===== config.mk =====
export PLATFORM = sky130hd
export DESIGN_NAME = conflict_monitor
export DESIGN_NICKNAME = d
export VERILOG_FILES = /design/src/rtl/conflict_monitor.sv
export SDC_FILE = /design/constraint.sdc
export NUM_CORES = 1
export LEC_CHECK = 0
export BUFFER_PORTS_ARGS = -buffer_cell sky130_fd_sc_hd__buf_2
export CORE_MARGIN = 5
export CORE_UTILIZATION = 60
export DETAILED_ROUTE_END_ITERATION = 7
export PLACE_DENSITY = 0.82
export SYNTH_ARGS = -nofsm -noshare
export SYNTH_HDL_FRONTEND = slang
export SYNTH_SLANG_ARGS = --single-unit
export TNS_END_PERCENT = 5

===== constraint.sdc =====
create_clock -name clk -period 3.2 [get_ports clk]
set_input_delay 0.32 -clock clk [delete_from_list [all_inputs] [get_ports clk]]
set_output_delay 0.32 -clock clk [all_outputs]
set_load 0.01 [all_outputs]

===== src/rtl/conflict_monitor.sv =====
`default_nettype none
// ============================================================================
//  Module      : conflict_monitor
//  Description : Safety monitor for a two-road traffic controller with a
//                pedestrian lamp. Decodes the controller's light codes into
//                an observed intersection state and checks each cycle for
//                illegal combinations, illegal transitions, short yellows,
//                stuck greens, an over-long startup and unsafe walk requests.
//                The first fault is latched until reset and forces the lamps
//                into a red flash that ignores the controller.
//  Revision    : 1.0 - initial release
// ----------------------------------------------------------------------------
//  Ports
//    clk            in   1  clock, rising edge
//    reset          in   1  synchronous, active-high reset
//    main_light_i   in   2  main code: 0 off, 1 green, 2 yellow, 3 red
//    side_light_i   in   2  side code, same encoding
//    walk_light_i   in   1  walk request for the pedestrian lamp
//    main_lamp_o    out  3  one-hot main lamp {red, yellow, green}
//    side_lamp_o    out  3  one-hot side lamp {red, yellow, green}
//    walk_lamp_o    out  1  pedestrian lamp
//    fault_o        out  1  latched fault indicator
//    fault_code_o   out  3  cause of the first fault, 0 = none
// ============================================================================
module conflict_monitor #(
    parameter int YEL_MIN     = 3,
    parameter int GRN_MAX     = 20,
    parameter int STARTUP_MAX = 8,
    parameter int FLASH_HALF  = 4
) (
    input  logic       clk,
    input  logic       reset,
    input  logic [1:0] main_light_i,
    input  logic [1:0] side_light_i,
    input  logic       walk_light_i,
    output logic [2:0] main_lamp_o,
    output logic [2:0] side_lamp_o,
    output logic       walk_lamp_o,
    output logic       fault_o,
    output logic [2:0] fault_code_o
);

    typedef enum logic [2:0] {
        ST_OFF = 3'd0,
        ST_GR  = 3'd1,   // main green, side red
        ST_YR  = 3'd2,   // main yellow, side red
        ST_RG  = 3'd3,   // main red, side green
        ST_RY  = 3'd4,   // main red, side yellow
        ST_RR  = 3'd5,   // all red (walk phase)
        ST_ILL = 3'd6
    } state_t;

    localparam logic [2:0] FC_NONE      = 3'd0;
    localparam logic [2:0] FC_CONFLICT  = 3'd1;
    localparam logic [2:0] FC_WALK      = 3'd2;
    localparam logic [2:0] FC_SEQ       = 3'd3;
    localparam logic [2:0] FC_YEL_SHORT = 3'd4;
    localparam logic [2:0] FC_STUCK     = 3'd5;
    localparam logic [2:0] FC_STARTUP   = 3'd6;

    localparam logic [4:0] DWELL_MAX     = 5'd31;
    localparam logic [4:0] YEL_MIN_L     = 5'(YEL_MIN);
    localparam logic [4:0] GRN_MAX_L     = 5'(GRN_MAX);
    localparam logic [4:0] STARTUP_MAX_L = 5'(STARTUP_MAX);

    localparam int             FW          = $clog2(2 * FLASH_HALF);
    localparam logic [FW-1:0]  FLASH_ONE   = FW'(1);
    localparam logic [FW-1:0]  FLASH_ONLIM = FW'(FLASH_HALF);
    localparam logic [FW-1:0]  FLASH_LAST  = FW'(2 * FLASH_HALF - 1);

    localparam logic [2:0] LAMP_RED = 3'b100;
    localparam logic [2:0] LAMP_OFF = 3'b000;

    state_t          state_q, prev_q, state_d;
    logic [4:0]      dwell_q, dwell_d;
    logic [FW-1:0]   flash_q;
    logic            fault_q;
    logic [2:0]      code_q;
    logic [2:0]      main_lamp_q, side_lamp_q;
    logic            walk_lamp_q;

    logic            w_changed;
    logic            w_legal;
    logic            w_conflict;
    logic            w_walk_err;
    logic            w_seq_err;
    logic            w_yel_err;
    logic            w_stuck_err;
    logic            w_startup_err;
    logic [2:0]      w_code;

    // Previous state is kept for debug visibility only; no check depends on it.
    logic            unused_prev;
    assign unused_prev = ^prev_q;

    function automatic logic [2:0] lamp_decode(input logic [1:0] code);
        logic [2:0] lamp;
        case (code)
            2'd1:    lamp = 3'b001;
            2'd2:    lamp = 3'b010;
            2'd3:    lamp = 3'b100;
            default: lamp = 3'b000;
        endcase
        return lamp;
    endfunction

    // Observed state of the current input sample.
    always_comb begin
        state_d = ST_ILL;
        case ({main_light_i, side_light_i})
            4'b00_00: state_d = ST_OFF;
            4'b01_11: state_d = ST_GR;
            4'b10_11: state_d = ST_YR;
            4'b11_01: state_d = ST_RG;
            4'b11_10: state_d = ST_RY;
            4'b11_11: state_d = ST_RR;
            default:  state_d = ST_ILL;
        endcase
    end

    // Dwell including the current sample, so checks see the count that
    // will be registered this edge.
    always_comb begin
        w_changed = (state_d != state_q);
        if (w_changed) begin
            dwell_d = 5'd1;
        end else if (dwell_q == DWELL_MAX) begin
            dwell_d = dwell_q;
        end else begin
            dwell_d = dwell_q + 5'd1;
        end
    end

    always_comb begin
        w_legal = 1'b0;
        case (state_q)
            ST_OFF:  w_legal = (state_d == ST_GR);
            ST_GR:   w_legal = (state_d == ST_YR);
            ST_YR:   w_legal = (state_d == ST_RG) || (state_d == ST_RR);
            ST_RR:   w_legal = (state_d == ST_RG);
            ST_RG:   w_legal = (state_d == ST_RY);
            ST_RY:   w_legal = (state_d == ST_GR);
            default: w_legal = 1'b0;
        endcase
    end

    always_comb begin
        w_conflict    = (state_d == ST_ILL);
        w_walk_err    = walk_light_i && (state_d != ST_RR);
        // Moves into or out of an illegal pair are reported as conflicts.
        w_seq_err     = w_changed && !w_conflict && (state_q != ST_ILL) && !w_legal;
        w_yel_err     = w_changed && ((state_q == ST_YR) || (state_q == ST_RY))
                        && (dwell_q < YEL_MIN_L);
        w_stuck_err   = ((state_d == ST_GR) || (state_d == ST_RG)) && (dwell_d > GRN_MAX_L);
        w_startup_err = (state_d == ST_OFF) && (dwell_d > STARTUP_MAX_L);

        if (w_conflict) begin
            w_code = FC_CONFLICT;
        end else if (w_walk_err) begin
            w_code = FC_WALK;
        end else if (w_seq_err) begin
            w_code = FC_SEQ;
        end else if (w_yel_err) begin
            w_code = FC_YEL_SHORT;
        end else if (w_stuck_err) begin
            w_code = FC_STUCK;
        end else if (w_startup_err) begin
            w_code = FC_STARTUP;
        end else begin
            w_code = FC_NONE;
        end
    end

    always_ff @(posedge clk) begin
        if (reset) begin
            state_q     <= ST_OFF;
            prev_q      <= ST_OFF;
            dwell_q     <= '0;
            flash_q     <= '0;
            fault_q     <= 1'b0;
            code_q      <= FC_NONE;
            main_lamp_q <= LAMP_OFF;
            side_lamp_q <= LAMP_OFF;
            walk_lamp_q <= 1'b0;
        end else begin
            state_q <= state_d;
            prev_q  <= state_q;
            dwell_q <= dwell_d;

            if (fault_q) begin
                // flash_q is the phase shown on the next edge; the first
                // half of the period is lit.
                main_lamp_q <= (flash_q < FLASH_ONLIM) ? LAMP_RED : LAMP_OFF;
                side_lamp_q <= (flash_q < FLASH_ONLIM) ? LAMP_RED : LAMP_OFF;
                walk_lamp_q <= 1'b0;
                flash_q     <= (flash_q == FLASH_LAST) ? '0 : flash_q + FLASH_ONE;
            end else if (w_code != FC_NONE) begin
                // Fault edge shows phase 0 (lit) together with the flag.
                fault_q     <= 1'b1;
                code_q      <= w_code;
                main_lamp_q <= LAMP_RED;
                side_lamp_q <= LAMP_RED;
                walk_lamp_q <= 1'b0;
                flash_q     <= FLASH_ONE;
            end else begin
                main_lamp_q <= lamp_decode(main_light_i);
                side_lamp_q <= lamp_decode(side_light_i);
                walk_lamp_q <= walk_light_i;
            end
        end
    end

    assign main_lamp_o  = main_lamp_q;
    assign side_lamp_o  = side_lamp_q;
    assign walk_lamp_o  = walk_lamp_q;
    assign fault_o      = fault_q;
    assign fault_code_o = code_q;

endmodule
`default_nettype wire


Yosys cells after proc, flatten, opt, wreduce, memory -nomap -nowiden

Cells that the tools add are included.

$add $sub $neg: 2
$lt $le $gt $ge: 4
Equality and inequality tests: 27
Mux-type cells: 22
Bitwise operators: 1
Reduce and logical (&&, ||, !) cells: 21

Operators by type and width:

| kind                                                        | count |
|---|---|
| two-way mux 3 bit                                           | 14 |
| == test 3 bit (second input constant)                       | 6 |
| one-hot mux 3 bit (3 select lines)                          | 2 |
| one-hot mux 3 bit (6 select lines)                          | 1 |
| == test 4 bit (second input constant)                       | 4 |
| == test 3 x 2 -> 1 bit (second input constant)              | 4 |
| two-way mux 5 bit                                           | 2 |
| == test 2 bit (second input constant)                       | 4 |
| logical AND 1 bit                                           | 8 |
| == test 3 x 1 -> 1 bit (second input constant)              | 2 |
| logical NOT 3 bit                                           | 2 |
| inequality test 3 bit (second input constant)               | 2 |
| adder 5 x 1 -> 5 bit (second input constant)                | 1 |
| == test 5 bit (second input constant)                       | 1 |
| > comparator 5 x 4 -> 1 bit (second input constant)         | 1 |
| > comparator 5 bit (second input constant)                  | 1 |
| less-than comparator 5 x 2 -> 1 bit (second input constant) | 1 |
| one-hot mux 1 bit (5 select lines)                          | 1 |
| == test 2 x 1 -> 1 bit (second input constant)              | 2 |
| == test 4 x 3 -> 1 bit (second input constant)              | 1 |
| logical NOT 4 bit                                           | 1 |
| adder 3 x 1 -> 3 bit (second input constant)                | 1 |
| logical OR 1 bit                                            | 3 |
| less-than comparator 3 bit (second input constant)          | 1 |
| other kinds (9)                                             | 11 |

Register bits after elaboration: 22
Input port bits: 7
Output and inout bits: 11
Logic and storage cells: 85

Longest topological paths before layout

Depth in word-level cells: 15
Gate-level depth with buffers: 9
Mapped depth without buffers: 8

Worst setup path before layout

OpenSTA, ideal clock, no wires.

Kind: register to register
Start: register dwell_q[0]
End: register walk_lamp_q, in the netlist walk_lamp_o
Arrival time: 2.074 ns
Required time: 3.084 ns
Setup slack: 1.011 ns
Cell stages (with the launch flop): 9
Cell sequence: dfxtp_1 > ha_1 > nand4_2 > and2_0 > o31a_1 > nand2b_1 > a211o_1 > and4b_4 > and3_1

Longest elaborated chain between the ends: 13
Elaborated cells between the ends (all ways): 18
Those cells by class: add/sub (1); order compare (3); eq/ne (1); mux (8); reduce/logical (5)

Ends and longest elaborated chain:

| element                                               | line     | text |
|---|---|---|
| start: declaration                                    | 75       | `logic [4:0] dwell_q, dwell_d;` |
| start signal: assignment                              | 188      | `dwell_q <= dwell_d;` |
| adder 5 x 1 -> 5 bit or == test 5 bit (tied branches) | 130, 127 |  |
| two-way mux 5 bit                                     | 127      | `end else if (dwell_q == DWELL_MAX) begin` |
| two-way mux 5 bit                                     | 125      | `if (w_changed) begin` |
| > comparator 5 x 4 -> 1 bit                           | 155      | `w_startup_err = (state_d == ST_OFF) && (dwell_d > STARTUP_MAX_L);` |
| logical AND 1 bit                                     | 155      |  |
| two-way mux 3 bit                                     | 167      | `end else if (w_startup_err) begin` |
| two-way mux 3 bit                                     | 165      | `end else if (w_stuck_err) begin` |
| two-way mux 3 bit (*)                                 | 163      | `end else if (w_yel_err) begin` |
| two-way mux 3 bit (*)                                 | 161      | `end else if (w_seq_err) begin` |
| two-way mux 3 bit (*)                                 | 159      | `end else if (w_walk_err) begin` |
| two-way mux 3 bit (*)                                 | 157      | `if (w_conflict) begin` |
| nonzero test 3 bit (*)                                | 197      | `end else if (w_code != FC_NONE) begin` |
| OR reduction 3 bit (no source line) (*)               | --       |  |
| end signal: assignment                                | 208      | `walk_lamp_q <= walk_light_i;` |
| end: declaration                                      | 80       | `logic walk_lamp_q;` |

Every way passes the cells marked *; elsewhere a longest branch is shown, timed or not.
A chain may end at the register's enable or synchronous reset.

Final worst setup path

Same ends and word-level chain as after synthesis.

==> flow_summary.toml <==
[route]
drc = 0
postRouteAntennaNets = 0
dr.pass1.iters = 4
wl_mm = 3.03
viasPerCell = 6.33
dr_total_vias = 1254
wl_per_cell_um = 15.3
drt_iter0_drc = 43

[status]
status = "complete, no violations"

[logic_synthesis]
synth-seq-cells = 22
synth_top_cells_by_area = "dfxtp_1 32%, nor3_1 4.7%, a21oi_1 3.9%"
muxShareOfSynthArea_pct = 1.43
synth_xor_area_share_pct = 1.88
synthArstFlopShare_pct = 0
syn_avg_cell_area_um2 = 8.72
synth-seq-area-share_pct = 31.6
syn_area_um2 = 1400
yosysUniqueCellTypes = 59
syn_inst = 160
synthAdderAreaFrac_pct = 2.69
synth_compound_area_share_pct = 27.4
ys_warn_count = 0
syn-num-nets = 170
synthFlopType = "dfxtp_1"
synth_simple_gate_area_share_pct = 29.2
ys_top_cells_by_count = "22 x dfxtp_1, 13 x nor3_1, 11 x a21oi_1"
synth_top_area_share_pct = 31.6
synth_edf_count = 0
yosysMostFrequentCell = "dfxtp_1"
yosysTopAreaCell = "dfxtp_1"
synth_top_family_by_area = "simple AND/OR/NAND/NOR gates"

[setup_path]
reg2reg_to = "walk_lamp_o"
timing.rr.start = "dwell_q[0]"
path_buf_inv = 0
cp_slowest_cell = "dfxtp_1"
required_ns = 3.41
cp-start-kind = "register"
path_depth = 8
crit_chain = "ha_1, nand4_2, and2_0, o31a_1, nand2b_1, a211o_1, and4b_4, and3_1"
critPathKind = "register to register"
arrival_ns = 2.64
rr_worst_depth = 8
critPathMaxFanout = 7
cpPeakStageDelay_ns = 0.47
cp_top_family = "simple AND/OR/NAND/NOR gates"
reg2reg_slack_ns = 0.77
cp-end-kind = "register"

[global_routing]
grt_max_degree = 22
antenna_found_initial = 0
grt_pass1_wl_mm = 5.15
grtUsageTotal_pct = 19.3
grt_pass1_vias = 1179
overflow = 0

[clock_tree]
root_buffer = "clkbuf_4"
clock_sinks = 22
post-cts-setup-buffers = 0
cts_tree = "done"
path_clk_slew_ns = 0.13
htree_levels = 1
max-clock-path-buffers = 2
cts_buffers = 3
ctsResizeCount = 0
clock_latency_ns = 0.32
cts_hold_buf = 0

[sta]
fin_ws_ns = 0.766
fin_tns_setup_ns = 0
period_share_pct = 76.0
rsz0062_at_grt = "no"
finalSetupViolCount = 0
period_needed_ns = 2.43
fin_skew_ns = 0.0126
fmax_ghz = 0.411
slew_violations = 0
hold_violations = 0
slew_headroom_pct = 63.9
worst_pin_slew_ns = 0.538

[power]
ir_drop_v = 0.000447
p_leak_uw = 0.000614
power_density_nw_per_um2 = 422

[worst_hold_path]
worstHoldPathCells = 2
hold_class = "input pin to register"
holdCritStartpoint = "walk_light_i"
hold_path_end = "walk_lamp_o"

[floorplanning]
die_area_um2 = 3390
io_pins = 18
fp.dieH_um = 58.2
die_x_um = 58.2
start_util_pct = 63.1
core_um2 = 2210
row_count = 17

[cells_and_area]
nNetsFinal = 181
area_growth_pct = 7.98
final_design_area_no_fill_um2 = 1510
finalCoreUtilization_pct = 68.1
diodes = 0
drive_gt1_share_pct = 20.0
fillers = 193

[place]
dp_hpwl_mm = 2.22
gp_congestion = 0.836
place_ws_ns = 0.802
place_area_um2 = 1450
portBuffers = 17

[job]
drv_cap = 0
## sequential cells by signal, summed over array words and instances, names as in the netlist
signal and cells:
dwell_q 5, walk_lamp_o 1, fault_code_o 3, side_lamp_o 3
fault_o 1, state_q 3, main_lamp_o 3, flash_q 3
## cell usage in the layout, fill, tap and decap left out, types with 3 or more instances in the layout
cell / instances
xnor2_1: 3
nand2b_1: 3
nand3b_1: 4
and4bb_2: 3
buf_2: 17
a21boi_0: 3
nand2_1: 9
inv_1: 5
dfxtp_1: 22
nor3_1: 13
o21a_1: 3
a31oi_1: 3
clkbuf_4: 3
a21o_1: 3
o21ai_0: 6
ha_1: 3
a21oi_1: 11
nor2_1: 10
## where the power goes
group          leakage [uW]  total, uW  switching, uW  internal [uW]
sequential         0.000181        302           15.4            287
combinational      0.000406        118           67.3           51.1
clock             0.0000279        215           88.9            127
## stage by stage
stage / hold slack, ns / power, uW / instances
6_report: 0.282 / 636 / 198
3_5_place_dp: 0.471 / 426 / 194
4_1_cts: 0.267 / 638 / 198
5_1_grt: 0.262 / 666 / 198
3_3_place_gp: 0.458 / 422 / 194
2_1_floorplan: 0.466 / 401 / 160
## worst register-to-register path, stage by stage, from the launching register on
cell	delay (ns)
dfxtp_1	0.47
ha_1	0.29
nand4_2	0.17
and2_0	0.21
o31a_1	0.28
nand2b_1	0.14
a211o_1	0.35
and4b_4	0.23
and3_1	0.18
## cell type report
type | count | area [um^2] | share of cell area, %
inverters | 5 | 18.8 | 1.25
flip-flops and latches | 22 | 440 | 29.2
clock buffers | 3 | 22.5 | 1.50
multi-input cells | 122 | 875 | 58.1
well taps | 28 | 35.0 | 2.33
repair buffers | 17 | 85.1 | 5.65
clock inverters | 1 | 30.0 | 1.99
## kinds of logic after synthesis
family,count (synthesis)
muxes,2
adders and majority gates,3
AOI/OAI and AO/OA,51
and+or+nand+nor,63
buffers and inverters,16
xor gates and xnor gates,3
DFF,22
## routing by layer
| layer | GRT usage (%) | part of all wire, % |
|---|---|---|
| met1 | 23.3 | 44 |
| met2 | 33.7 | 49 |
| met3 | 2.45 | 5.6 |
| met4 | 9.27 | 1.5 |
| met5 | 0 | 0 |
## worst max path at each step
stage / start / slack (ns) / end
after global routing: dwell_q[0] / 0.62 / main_lamp_o[1]
after CTS: dwell_q[0] / 0.79 / main_lamp_o[1]
after detailed placement: dwell_q[0] / 0.80 / main_lamp_o[1]
after global placement: dwell_q[0] / 0.90 / walk_lamp_o
after floorplan: dwell_q[0] / 1.01 / walk_lamp_o
final: dwell_q[0] / 0.77 / walk_lamp_o
No activity file was read; power rests on OpenSTA's default activity.
